`config.mk`:
```
export PLATFORM = sky130hd
export DESIGN_NAME = ex_stage_md
export DESIGN_NICKNAME = d
export VERILOG_FILES = /design/src/rtl/ex_pkg.sv /design/src/rtl/alu.sv /design/src/rtl/muldiv_iter.sv /design/src/rtl/ex_stage_md.sv
export SDC_FILE = /design/constraint.sdc
export NUM_CORES = 1
export LEC_CHECK = 0
export CORE_ASPECT_RATIO = 1.25
export CORE_MARGIN = 4
export CORE_UTILIZATION = 41
export CTS_BUF_LIST = sky130_fd_sc_hd__clkbuf_4 sky130_fd_sc_hd__clkbuf_8
export DETAILED_ROUTE_END_ITERATION = 8
export PLACE_DENSITY = 0.71
export SLEW_MARGIN = 40
export SYNTH_ARGS = -nofsm -noshare
export SYNTH_HDL_FRONTEND = slang
export SYNTH_SLANG_ARGS = --single-unit
export TNS_END_PERCENT = 5
```
`constraint.sdc`:
```
create_clock -name clk -period 7.9 [get_ports clk]
set_input_delay 0.79 -clock clk [delete_from_list [all_inputs] [get_ports clk]]
set_output_delay 0.79 -clock clk [all_outputs]
set_load 0.1 [all_outputs]
```
`src/rtl/ex_pkg.sv`:
```
// Shared encodings for the RV32IM execute stage: M-extension ops, MD FSM states,
// forwarding selects, ALU source and ALU operation codes.
package ex_pkg;

  typedef enum logic [2:0] {
    MD_MUL    = 3'b000,
    MD_MULH   = 3'b001,
    MD_MULHSU = 3'b010,
    MD_MULHU  = 3'b011,
    MD_DIV    = 3'b100,
    MD_DIVU   = 3'b101,
    MD_REM    = 3'b110,
    MD_REMU   = 3'b111
  } md_op_t;

  typedef enum logic [1:0] {
    MD_IDLE = 2'b00,
    MD_BUSY = 2'b01,
    MD_DONE = 2'b10
  } md_state_t;

  typedef enum logic [1:0] {
    FWD_RF  = 2'b00,
    FWD_MEM = 2'b01,
    FWD_WB  = 2'b10
  } fwd_sel_t;

  localparam logic [1:0] SRCB_RS2     = 2'b00;
  localparam logic [1:0] SRCB_IMM     = 2'b01;
  localparam logic [1:0] SRCB_FOUR    = 2'b10;
  localparam logic [1:0] SRCB_RS2_ALT = 2'b11;

  localparam logic [3:0] ALU_ADD  = 4'd0;
  localparam logic [3:0] ALU_SUB  = 4'd1;
  localparam logic [3:0] ALU_SLL  = 4'd2;
  localparam logic [3:0] ALU_SLT  = 4'd3;
  localparam logic [3:0] ALU_SLTU = 4'd4;
  localparam logic [3:0] ALU_XOR  = 4'd5;
  localparam logic [3:0] ALU_SRL  = 4'd6;
  localparam logic [3:0] ALU_SRA  = 4'd7;
  localparam logic [3:0] ALU_OR   = 4'd8;
  localparam logic [3:0] ALU_AND  = 4'd9;
  localparam logic [3:0] ALU_LUI  = 4'd10;

  // Divide and remainder ops all have funct3[2] set.
  function automatic logic md_is_div(input md_op_t op);
    return op[2];
  endfunction

endpackage

```
`src/rtl/alu.sv`:
```
// Existing pipeline ALU selected by the 4-bit ALUCode; purely combinational.
module alu
  import ex_pkg::*;
#(
  parameter int XLEN = 32
) (
  input  logic [3:0]      ALUCode,
  input  logic [XLEN-1:0] A,
  input  logic [XLEN-1:0] B,
  output logic [XLEN-1:0] ALUResult
);

  localparam int SHW = $clog2(XLEN);

  logic [SHW-1:0] shamt;
  assign shamt = B[SHW-1:0];

  always_comb begin
    ALUResult = '0;
    case (ALUCode)
      ALU_ADD:  ALUResult = A + B;
      ALU_SUB:  ALUResult = A - B;
      ALU_SLL:  ALUResult = A << shamt;
      ALU_SLT:  ALUResult = {{(XLEN-1){1'b0}}, ($signed(A) < $signed(B))};
      ALU_SLTU: ALUResult = {{(XLEN-1){1'b0}}, (A < B)};
      ALU_XOR:  ALUResult = A ^ B;
      ALU_SRL:  ALUResult = A >> shamt;
      ALU_SRA:  ALUResult = $unsigned($signed(A) >>> shamt);
      ALU_OR:   ALUResult = A | B;
      ALU_AND:  ALUResult = A & B;
      ALU_LUI:  ALUResult = B;
      default:  ALUResult = '0;
    endcase
  end

endmodule

```
`src/rtl/muldiv_iter.sv`:
```
// Iterative radix-2 multiply/divide: shift-add MUL*, restoring DIV*/REM*,
// operating on magnitudes with a sign fix-up applied in the DONE state.
module muldiv_iter
  import ex_pkg::*;
#(
  parameter int XLEN  = 32,
  parameter int CNT_W = $clog2(XLEN) + 1
) (
  input  logic            clk,
  input  logic            rst_n,
  input  logic            req,
  input  logic            flush,
  input  md_op_t          op,
  input  logic [XLEN-1:0] a,
  input  logic [XLEN-1:0] b,
  output logic            stall,
  output logic [XLEN-1:0] result,
  output md_state_t       state
);

  localparam logic [XLEN-1:0] MIN_VAL = {1'b1, {(XLEN-1){1'b0}}};

  md_state_t       state_q, state_d;
  logic [CNT_W-1:0] cnt_q, cnt_d;
  md_op_t          op_q, op_d;
  logic            neg_q, neg_d;
  logic [XLEN-1:0] opb_q, opb_d;
  logic [XLEN-1:0] hi_q, hi_d;
  logic [XLEN-1:0] lo_q, lo_d;

  // Request decode on the live forwarded operands.
  logic            sign_a, sign_b, div_zero, div_ovf;
  logic [XLEN-1:0] mag_a, mag_b;

  always_comb begin
    sign_a   = ((op == MD_MULH) || (op == MD_MULHSU) || (op == MD_DIV) || (op == MD_REM))
               && a[XLEN-1];
    sign_b   = ((op == MD_MULH) || (op == MD_DIV) || (op == MD_REM)) && b[XLEN-1];
    mag_a    = sign_a ? (~a + 1'b1) : a;
    mag_b    = sign_b ? (~b + 1'b1) : b;
    div_zero = md_is_div(op) && (b == '0);
    div_ovf  = ((op == MD_DIV) || (op == MD_REM)) && (a == MIN_VAL) && (b == '1);
  end

  // One iteration step for each algorithm.
  logic [XLEN:0]   mul_sum;
  logic [XLEN:0]   div_sh;
  logic [XLEN:0]   div_diff;

  always_comb begin
    mul_sum  = {1'b0, hi_q} + (lo_q[0] ? {1'b0, opb_q} : '0);
    div_sh   = {hi_q, lo_q[XLEN-1]};
    div_diff = div_sh - {1'b0, opb_q};
  end

  always_comb begin
    state_d = state_q;
    cnt_d   = cnt_q;
    op_d    = op_q;
    neg_d   = neg_q;
    opb_d   = opb_q;
    hi_d    = hi_q;
    lo_d    = lo_q;
    case (state_q)
      MD_IDLE: begin
        if (req && !flush) begin
          op_d  = op;
          opb_d = mag_b;
          hi_d  = '0;
          lo_d  = mag_a;
          neg_d = ((op == MD_REM) || (op == MD_REMU)) ? sign_a : (sign_a ^ sign_b);
          // Special cases preload raw results so the DONE fix-up passes them through.
          if (div_zero) begin
            hi_d    = a;
            lo_d    = '1;
            neg_d   = 1'b0;
            state_d = MD_DONE;
          end else if (div_ovf) begin
            hi_d    = '0;
            lo_d    = MIN_VAL;
            neg_d   = 1'b0;
            state_d = MD_DONE;
          end else begin
            cnt_d   = CNT_W'(XLEN);
            state_d = MD_BUSY;
          end
        end
      end
      MD_BUSY: begin
        if (md_is_div(op_q)) begin
          if (!div_diff[XLEN]) begin
            hi_d = div_diff[XLEN-1:0];
            lo_d = {lo_q[XLEN-2:0], 1'b1};
          end else begin
            hi_d = div_sh[XLEN-1:0];
            lo_d = {lo_q[XLEN-2:0], 1'b0};
          end
        end else begin
          hi_d = mul_sum[XLEN:1];
          lo_d = {mul_sum[0], lo_q[XLEN-1:1]};
        end
        cnt_d = cnt_q - CNT_W'(1);
        if (cnt_q == CNT_W'(1)) state_d = MD_DONE;
      end
      MD_DONE: state_d = MD_IDLE;
      default: state_d = MD_IDLE;
    endcase
    if (flush) state_d = MD_IDLE;
  end

  always_ff @(posedge clk or negedge rst_n) begin
    if (!rst_n) begin
      state_q <= MD_IDLE;
      cnt_q   <= '0;
      op_q    <= MD_MUL;
      neg_q   <= 1'b0;
      opb_q   <= '0;
      hi_q    <= '0;
      lo_q    <= '0;
    end else begin
      state_q <= state_d;
      cnt_q   <= cnt_d;
      op_q    <= op_d;
      neg_q   <= neg_d;
      opb_q   <= opb_d;
      hi_q    <= hi_d;
      lo_q    <= lo_d;
    end
  end

  // Sign fix-up and half selection of the final result.
  logic [2*XLEN-1:0] prod_fix;
  logic [XLEN-1:0]   quo_fix, rem_fix;

  always_comb begin
    prod_fix = neg_q ? (~{hi_q, lo_q} + 1'b1) : {hi_q, lo_q};
    quo_fix  = neg_q ? (~lo_q + 1'b1) : lo_q;
    rem_fix  = neg_q ? (~hi_q + 1'b1) : hi_q;
    case (op_q)
      MD_MUL:                            result = prod_fix[XLEN-1:0];
      MD_MULH, MD_MULHSU, MD_MULHU:      result = prod_fix[2*XLEN-1:XLEN];
      MD_DIV, MD_DIVU:                   result = quo_fix;
      default:                           result = rem_fix;
    endcase
  end

  assign stall = !flush && (((state_q == MD_IDLE) && req) || (state_q == MD_BUSY));
  assign state = state_q;

endmodule

```
`src/rtl/ex_stage_md.sv`:
```
// RV32IM execute stage: MEM-over-WB operand forwarding, ALU source selection,
// the ALU, and an iterative multiply/divide unit that stalls the front end.
module ex_stage_md
  import ex_pkg::*;
#(
  parameter int XLEN   = 32,
  parameter int REG_AW = 5,
  parameter int CNT_W  = $clog2(XLEN) + 1
) (
  input  logic              clk,
  input  logic              rst_n,
  input  logic [3:0]        ALUCode_ex,
  input  logic              ALUSrcA_ex,
  input  logic [1:0]        ALUSrcB_ex,
  input  logic [XLEN-1:0]   Imm_ex,
  input  logic [XLEN-1:0]   PC_ex,
  input  logic [REG_AW-1:0] rs1Addr_ex,
  input  logic [REG_AW-1:0] rs2Addr_ex,
  input  logic [XLEN-1:0]   rs1Data_ex,
  input  logic [XLEN-1:0]   rs2Data_ex,
  input  logic [XLEN-1:0]   ALUResult_mem,
  input  logic [REG_AW-1:0] rdAddr_mem,
  input  logic              RegWrite_mem,
  input  logic [XLEN-1:0]   RegWriteData_wb,
  input  logic [REG_AW-1:0] rdAddr_wb,
  input  logic              RegWrite_wb,
  input  logic              md_req_ex,
  input  logic [2:0]        md_op_ex,
  input  logic              flush_ex,
  output logic [XLEN-1:0]   ALUResult_ex,
  output logic [XLEN-1:0]   MemWriteData_ex,
  output logic [XLEN-1:0]   ALU_A,
  output logic [XLEN-1:0]   ALU_B,
  output logic              stall_ex
);

  fwd_sel_t        fwd_a, fwd_b;
  logic [XLEN-1:0] rs1_fwd, rs2_fwd;

  // The MEM result is younger than WB, so it takes priority; x0 never forwards.
  always_comb begin
    fwd_a = FWD_RF;
    if (RegWrite_mem && (rdAddr_mem != '0) && (rdAddr_mem == rs1Addr_ex))
      fwd_a = FWD_MEM;
    else if (RegWrite_wb && (rdAddr_wb != '0) && (rdAddr_wb == rs1Addr_ex))
      fwd_a = FWD_WB;
    fwd_b = FWD_RF;
    if (RegWrite_mem && (rdAddr_mem != '0) && (rdAddr_mem == rs2Addr_ex))
      fwd_b = FWD_MEM;
    else if (RegWrite_wb && (rdAddr_wb != '0) && (rdAddr_wb == rs2Addr_ex))
      fwd_b = FWD_WB;
  end

  always_comb begin
    case (fwd_a)
      FWD_MEM: rs1_fwd = ALUResult_mem;
      FWD_WB:  rs1_fwd = RegWriteData_wb;
      default: rs1_fwd = rs1Data_ex;
    endcase
    case (fwd_b)
      FWD_MEM: rs2_fwd = ALUResult_mem;
      FWD_WB:  rs2_fwd = RegWriteData_wb;
      default: rs2_fwd = rs2Data_ex;
    endcase
  end

  always_comb begin
    ALU_A = ALUSrcA_ex ? PC_ex : rs1_fwd;
    case (ALUSrcB_ex)
      SRCB_IMM:  ALU_B = Imm_ex;
      SRCB_FOUR: ALU_B = XLEN'(4);
      default:   ALU_B = rs2_fwd;
    endcase
  end

  assign MemWriteData_ex = rs2_fwd;

  logic [XLEN-1:0] alu_result;

  alu #(.XLEN(XLEN)) u_alu (
    .ALUCode   (ALUCode_ex),
    .A         (ALU_A),
    .B         (ALU_B),
    .ALUResult (alu_result)
  );

  logic [XLEN-1:0] md_result;
  md_state_t       md_state;

  muldiv_iter #(.XLEN(XLEN), .CNT_W(CNT_W)) u_muldiv (
    .clk    (clk),
    .rst_n  (rst_n),
    .req    (md_req_ex),
    .flush  (flush_ex),
    .op     (md_op_t'(md_op_ex)),
    .a      (rs1_fwd),
    .b      (rs2_fwd),
    .stall  (stall_ex),
    .result (md_result),
    .state  (md_state)
  );

  assign ALUResult_ex = (md_state == MD_DONE) ? md_result : alu_result;

endmodule
```
* Word level (Yosys, flattened, before mapping) *
Index checks and enable logic that the tools add are counted.

word-level totals
  register bits = 108
  input port bits = 228
  output and inout bits = 129
  logic and storage cells = 148

cells by class
  add/subtract/negate cells = 10
  magnitude comparators = 2
  equality and inequality tests = 40
  shift-type cells = 3
  muxes and demuxes = 41
  bitwise logic cells = 9
  reductions and logical operators = 36

operators by type and width
  cell                                                              count
  32-bit two-way mux                                                15
  32-bit one-hot mux with 11 select lines                           1
  32-bit one-hot mux with 2 select lines                            5
  32-bit by 1-bit adder with 32-bit output (second input constant)  4
  32-bit inverter                                                   4
  32-bit one-hot mux with 3 select lines                            1
  64-bit by 1-bit adder with 64-bit output (second input constant)  1
  32-bit equality test (second input constant)                      2
  32-bit < comparator                                               2
  64-bit two-way mux                                                1
  64-bit inverter                                                   1
  32-bit by 33-bit adder with 33-bit output                         1
  33-bit by 32-bit subtractor with 33-bit output                    1
  32-bit adder                                                      1
  32-bit AND                                                        1
  32-bit zero test                                                  1
  32-bit OR                                                         1
  32-bit by 5-bit left shift with 32-bit output                     1
  32-bit by 5-bit right shift with 32-bit output                    1
  32-bit by 5-bit >>> shifter with 32-bit output                    1
  32-bit subtractor                                                 1
  32-bit bitwise XOR                                                1
  5-bit equality test                                               4
  2-bit two-way mux                                                 9
  other kinds (31)                                                  80

* Logic depth before layout (Yosys ltp) *
  depth after elaboration = 15
  depth in mapped cells = 26
  mapped depth without buffers = 20

* Cells and area by module *
From an unflattened synthesis, not the netlist that was laid out.

second synthesis, totals
  cells, all modules = 3638
  area total of the unflattened synthesis = 25077.8 µm²

by module, submodules not included
  module       instances  cells an instance  area an instance (µm²)  sequential area each (µm²)
  muldiv_iter  1          1764               12856.1                 2702.6
  alu          1          1381               8932.3                  0.0
  ex_stage_md  1          493                3289.4                  0.0

* Least setup slack after synthesis *
No wires, ideal clock.

  kind = input to output
  start point = input port rdAddr_mem[4]
  end point = output port ALUResult_ex[30]
  arrival = 10.630 ns
  data required time = 7.110 ns
  path slack = -3.520 ns
  stages = 24
  path buffers = 5
  cells stage by stage = or4_4 > o211ai_2 > or2_1 > buf_4 > buf_2 > buf_2 > buf_1 > nor2_1 > a21oi_1 > inv_1 > o21ai_0 > ha_1 > clkbuf_1 > nand2b_1 > a21oi_1 > o21ai_0 > o21ai_0 > a2111oi_0 > nor2_1 > o41ai_1 > a31oi_1 > xnor2_1 > nand2_1 > a41oi_1

between the ends
  word-level cells in the longest chain between the ends = 10
  elaborated cells between the ends (all ways) = 26
  those cells by class = add/sub (2); eq/ne (6); shift (3); mux (8); bitwise (3); reduce/logical (4)

RTL lines
  item                                                                                          RTL line              text
  start: declaration                                                                            ex_stage_md.sv:22     input logic [REG_AW-1:0] rdAddr_mem,
  5-bit nonzero test                                                                            ex_stage_md.sv:48     if (RegWrite_mem && (rdAddr_mem != '0) && (rdAddr_mem == rs2Addr_ex))
  1-bit logical AND                                                                             ex_stage_md.sv:48
  1-bit logical AND *                                                                           ex_stage_md.sv:48
  2-bit two-way mux *                                                                           ex_stage_md.sv:48
  2-bit equality test / 2-bit by 1-bit equality test with 1-bit output (equally long branches)  ex_stage_md.sv:60     case (fwd_b)
  32-bit one-hot mux with 2 select lines *                                                      ex_stage_md.sv:60
  net MemWriteData_ex[14]                                                                       ex_stage_md.sv:31     output logic [XLEN-1:0] MemWriteData_ex,
  32-bit one-hot mux with 2 select lines *                                                      ex_stage_md.sv:69     case (ALUSrcB_ex)
  net ALU_B[14]                                                                                 ex_stage_md.sv:33     output logic [XLEN-1:0] ALU_B,
  32-bit subtractor / 32-bit adder (equally long branches)                                      alu.sv:22, alu.sv:21
  32-bit one-hot mux with 11 select lines *                                                     alu.sv:20             case (ALUCode)
  32-bit two-way mux *                                                                          ex_stage_md.sv:103    assign ALUResult_ex = (md_state == MD_DONE) ? md_result : alu_result;
  end: declaration                                                                              ex_stage_md.sv:30     output logic [XLEN-1:0] ALUResult_ex,

The timed path passes the listed nets; every way through them passes the cells marked *.

* Worst setup path in the final report *
  start point = input port rdAddr_wb[3]
  end point = output port ALUResult_ex[29]

between the ends
  word-level cells in the longest chain between the ends = 11
  elaborated cells between the ends (all ways) = 28
  those cells by class = add/sub (2); eq/ne (6); shift (3); mux (10); bitwise (3); reduce/logical (4)

RTL lines
  item                                                                                 RTL line                              text
  start: declaration                                                                   ex_stage_md.sv:25                     input logic [REG_AW-1:0] rdAddr_wb,
  5-bit nonzero test                                                                   ex_stage_md.sv:45, ex_stage_md.sv:50
  1-bit logical AND                                                                    ex_stage_md.sv:45, ex_stage_md.sv:50
  1-bit logical AND (on tied branches)                                                 ex_stage_md.sv:50, ex_stage_md.sv:45
  2-bit two-way mux (on tied branches)                                                 ex_stage_md.sv:50, ex_stage_md.sv:45
  2-bit two-way mux (on tied branches)                                                 ex_stage_md.sv:48, ex_stage_md.sv:43
  2-bit equality test (tied with other cells)                                          ex_stage_md.sv:60
  32-bit one-hot mux with 2 select lines (on tied branches)                            ex_stage_md.sv:60, ex_stage_md.sv:55
  32-bit one-hot mux with 2 select lines / 32-bit two-way mux (equally long branches)  ex_stage_md.sv:69, ex_stage_md.sv:68
  32-bit subtractor (tied with other cells)                                            alu.sv:22                             ALU_SUB: ALUResult = A - B;
  32-bit one-hot mux with 11 select lines *                                            alu.sv:20
  32-bit two-way mux *                                                                 ex_stage_md.sv:103

Mark *: on every way between the ends. The rest lies on a longest branch, timed or not.

==> impl_results.md <==
* RSZ-0062 raised after global routing: yes
* Clk pin slew, worst setup/hold paths at 0.13 ns
* LEAKAGE at 12.55 nW
* Post-synth cell types at 102
* Post-synth EDFFs at 0
* Register area share after synthesis at 10.80%
* Synth Area in Simple Gates at 23.38%
* Clock skew at 0.02762 ns
* First-pass detailed-route iteration total at 6
* First-pass GRT wire length at 226100 um
* Most frequent cells in the layout: 332 x o21ai_0, 292 x nor2_1, 283 x nand2_1
* Fillers at 6164
* Wire per inst at 34.09 um
* Finish-stage setup viols at 0
* Area Growth Syn to Fin at 24.66%
* Slowest cell on crit path: or4b_1
* Pwr per Cell Area at 250.9 nW/um2
* # Max-Cap Violations at 0
* I/O Buffers at 356
* Nets@finish at 4371
* Chip height at 284.2 um
* CP required at 7.11 ns
* Worst Setup End Kind: output pin
* Crit path largest cell delay at 0.61 ns
* HPWL Detailed at 133500 um
* Layout cells sized above 1 at 15.45%
* CORE AREA at 60530 um2
* XOR/XNOR Fraction of Synth Area at 7.318%
* Routed wire length at 162100 um
* Worst-Margin Slew at 1.016 ns
* Design area at 31180 um2
* Overall global routing resource usage at 46.85%
* Rel. slew slack at 32.02%
* Slew Limit Fails at 0
* Synth top area share at 10.80%
* Critical-path maximum fanout at 13
* Final hold vios at 0
* Initial DRC count at 4441
* CTS tree: built
* Storage cell area at 2705 um2
* Sw frac at 59.89%
* Die area at 65050 um2
* Synth Warn # at 0
* Synth area leaders: dfrtp_1 11%, ha_1 8.9%, o21ai_0 7.0%
* Placer Congestion at 1.137
* Combinational group share of total power at 79.4%
* CTS Buf Count at 9
* Max Freq at 126.8 MHz
* Startpoint Class: input port
* Commonest register cell after synthesis: dfrtp_1
* Int Pwr at 3.137 mW
* GRT overflow at 0
* Mean Syn Cell Area at 6.937 um2
* I/O pin total at 357
* Period minus WS final at 7.884 ns
* Min-Delay Path Class: in2async
* Multi-input logic area at 21160 um2
* Vias in the first global route at 31260
* Worst path cell trace: clkdlybuf4s50_1 > xor2_1 > or4b_1 > buf_4 > o21ai_0 > a31oi_1 > buf_4 > a21boi_0 > buf_4 > inv_1 > ha_1 > inv_1 > a2111o_1 > a211oi_2 > buf_4 > o2111ai_1 > a31oi_1 > o22a_1 > a21o_1 > a21boi_0 > a221o_1 > a221oi_1 > a32oi_4 > buf_12
* Yosys reg bits at 108
* Syn Std Cell Area at 25020 um2
* Final Cycle Share at 99.79%
* Worst vdd ir at 222.1 uV
* Num rows at 101
* Commonest non-fill, non-tap cell in the layout: o21ai_0
* Syn nets at 4015
* Clock Latency Late Sink at 0.44 ns
* Syn Inst Count at 3606
* Main combinational cell family by area after synthesis: compound AO/OA/AOI/OAI gates
* Die W at 228.9 um
* Final ANT Viol Nets at 0
* Asr flop ratio synth at 100.0%
* Final routed DRC violation total at 0
* CP most frequent cell: buf_4
* Sequential share of power at 15.6%
* CTS Buffer Depth at 2
* Multiplexer share of the synthesized area at 6.237%
* Antenna violations before repair at 19
* Critical path class: in2out
* Post-synthesis compound-gate area fraction at 36.05%
* FF-to-FF setup slack at 2.71 ns
* Adder-cell area share of the yosys netlist at 9.173%
* Clock share of power at 5.0%
* Hold-fix buffers, CTS at 0
* Status: complete, no violations
* Sw power at 4.685 mW
* Post-place instance area at 30730 um2
* Hold slack at 0.3294 ns
* DR vias at 33430
* CTS root buffer: clkbuf_8
* Htree depth at 3
* Vias per inst at 7.032
* Initial Utilization at 41.33%
* Largest net degree at the start of global routing at 73
* Cell taking the most area after synthesis: dfrtp_1
* Clock sinks at 108
* WP data arrival at 7.09 ns
[final timing paths]
kind                              startpoint                end  depth (start not counted)
max reg2reg                u_muldiv.lo_q[31]  u_muldiv.hi_q[24]                         15
min                                    rst_n  u_muldiv.opb_q[6]                          1
max                             rdAddr_wb[3]   ALUResult_ex[29]                         24
min reg2reg                u_muldiv.cnt_q[5]  u_muldiv.cnt_q[5]                          1
min in group clk           u_muldiv.cnt_q[5]  u_muldiv.cnt_q[5]                          1
max in group asynchronous              rst_n     u_muldiv.neg_q                          2
[worst max-delay path, delay by kind of cell]
family | cells | cell delay (ns)
AO/OA/AOI/OAI | 13 | 3.35
buffers and inverters | 8 | 1.75
AND/OR/NAND/NOR | 1 | 0.61
adder cells (fa/ha/maj) | 1 | 0.32
XOR/XNOR | 1 | 0.25
[power by group through the flow]
| stage | logic [mW] | clock network (mW) | registers [mW] |
|---|---|---|---|
| 2_1_floorplan | 4.18 | 0 | 0.954 |
| 3_3_place_gp | 6.00 | 0 | 1.19 |
| 3_5_place_dp | 5.97 | 0 | 1.20 |
| 4_1_cts | 6.01 | 0.396 | 1.19 |
| 5_1_grt | 6.57 | 0.418 | 1.24 |
| 6_report | 6.21 | 0.392 | 1.22 |
[logic make-up after synthesis]
group,Yosys count
AOI/OAI and AO/OA,1352
and+or+nand+nor,1180
xor gates and xnor gates,209
DFF,108
buffers and inverters,442
muxes,134
adders and majority gates,181
[cell usage after synthesis, types with 78 or more instances]
library cell	number
clkbuf_1	199
inv_1	165
dfrtp_1	108
xnor2_1	131
nor2_1	295
nand3_1	132
a31oi_1	91
nor3_1	119
xor2_1	78
mux2i_1	105
a21oi_1	228
nand2_1	286
ha_1	177
o21ai_0	349
[layout make-up]
| class | instances | area share (%) |
|---|---|---|
| repair buffers | 616 | 17.48 |
| inverters | 171 | 2.058 |
| clock buffers | 9 | 0.3972 |
| well taps | 772 | 3.098 |
| multi-input cells | 3056 | 67.84 |
| diodes | 14 | 0.1123 |
| flip-flops and latches | 108 | 8.675 |
| clock inverters | 7 | 0.3370 |
[flip-flops by register name, indices dropped and copies added, names as in the netlist]
name,count
u_muldiv.hi_q,32
u_muldiv.lo_q,32
u_muldiv.opb_q,32
u_muldiv.cnt_q,6
u_muldiv.op_q,3
u_muldiv.state,2
u_muldiv.neg_q,1
[stage by stage]
stage / utilization [%] / worst slack, ns / power [mW] / TNS (ns) / instances
after detailed placement: 50.77 / -0.5089 / 7.174 / -2.796 / 4719
after CTS: 51.22 / -0.02685 / 7.595 / -0.05186 / 4735
after global placement: 51.30 / -0.4823 / 7.190 / -2.384 / 4718
final: 51.52 / 0.01639 / 7.822 / 0 / 4753
after global routing: 51.47 / -0.02721 / 8.222 / -0.02721 / 4742
after floorplan: - / -0.7012 / 5.137 / -11.54 / 3606
[routing by layer]
metal | vias up | wire [um] | GRT usage, %
met3 | 790 | 17060 | 11.12
met4 | 10 | 19360 | 42.83
met5 | - | 60 | 0
li1 | 14380 | - | -
met2 | 2431 | 70020 | 72.51
met1 | 15810 | 55550 | 53.15
[repair_timing]
action | CTS | global route
buffers inserted | 0 | 1
endpoints found under the hold margin | 0 | 0
endpoints found under the setup margin | 17 | 15
pin swaps | 0 | 4
gates resized for setup | 11 | 26
No activity file was read; power rests on OpenSTA's default activity.
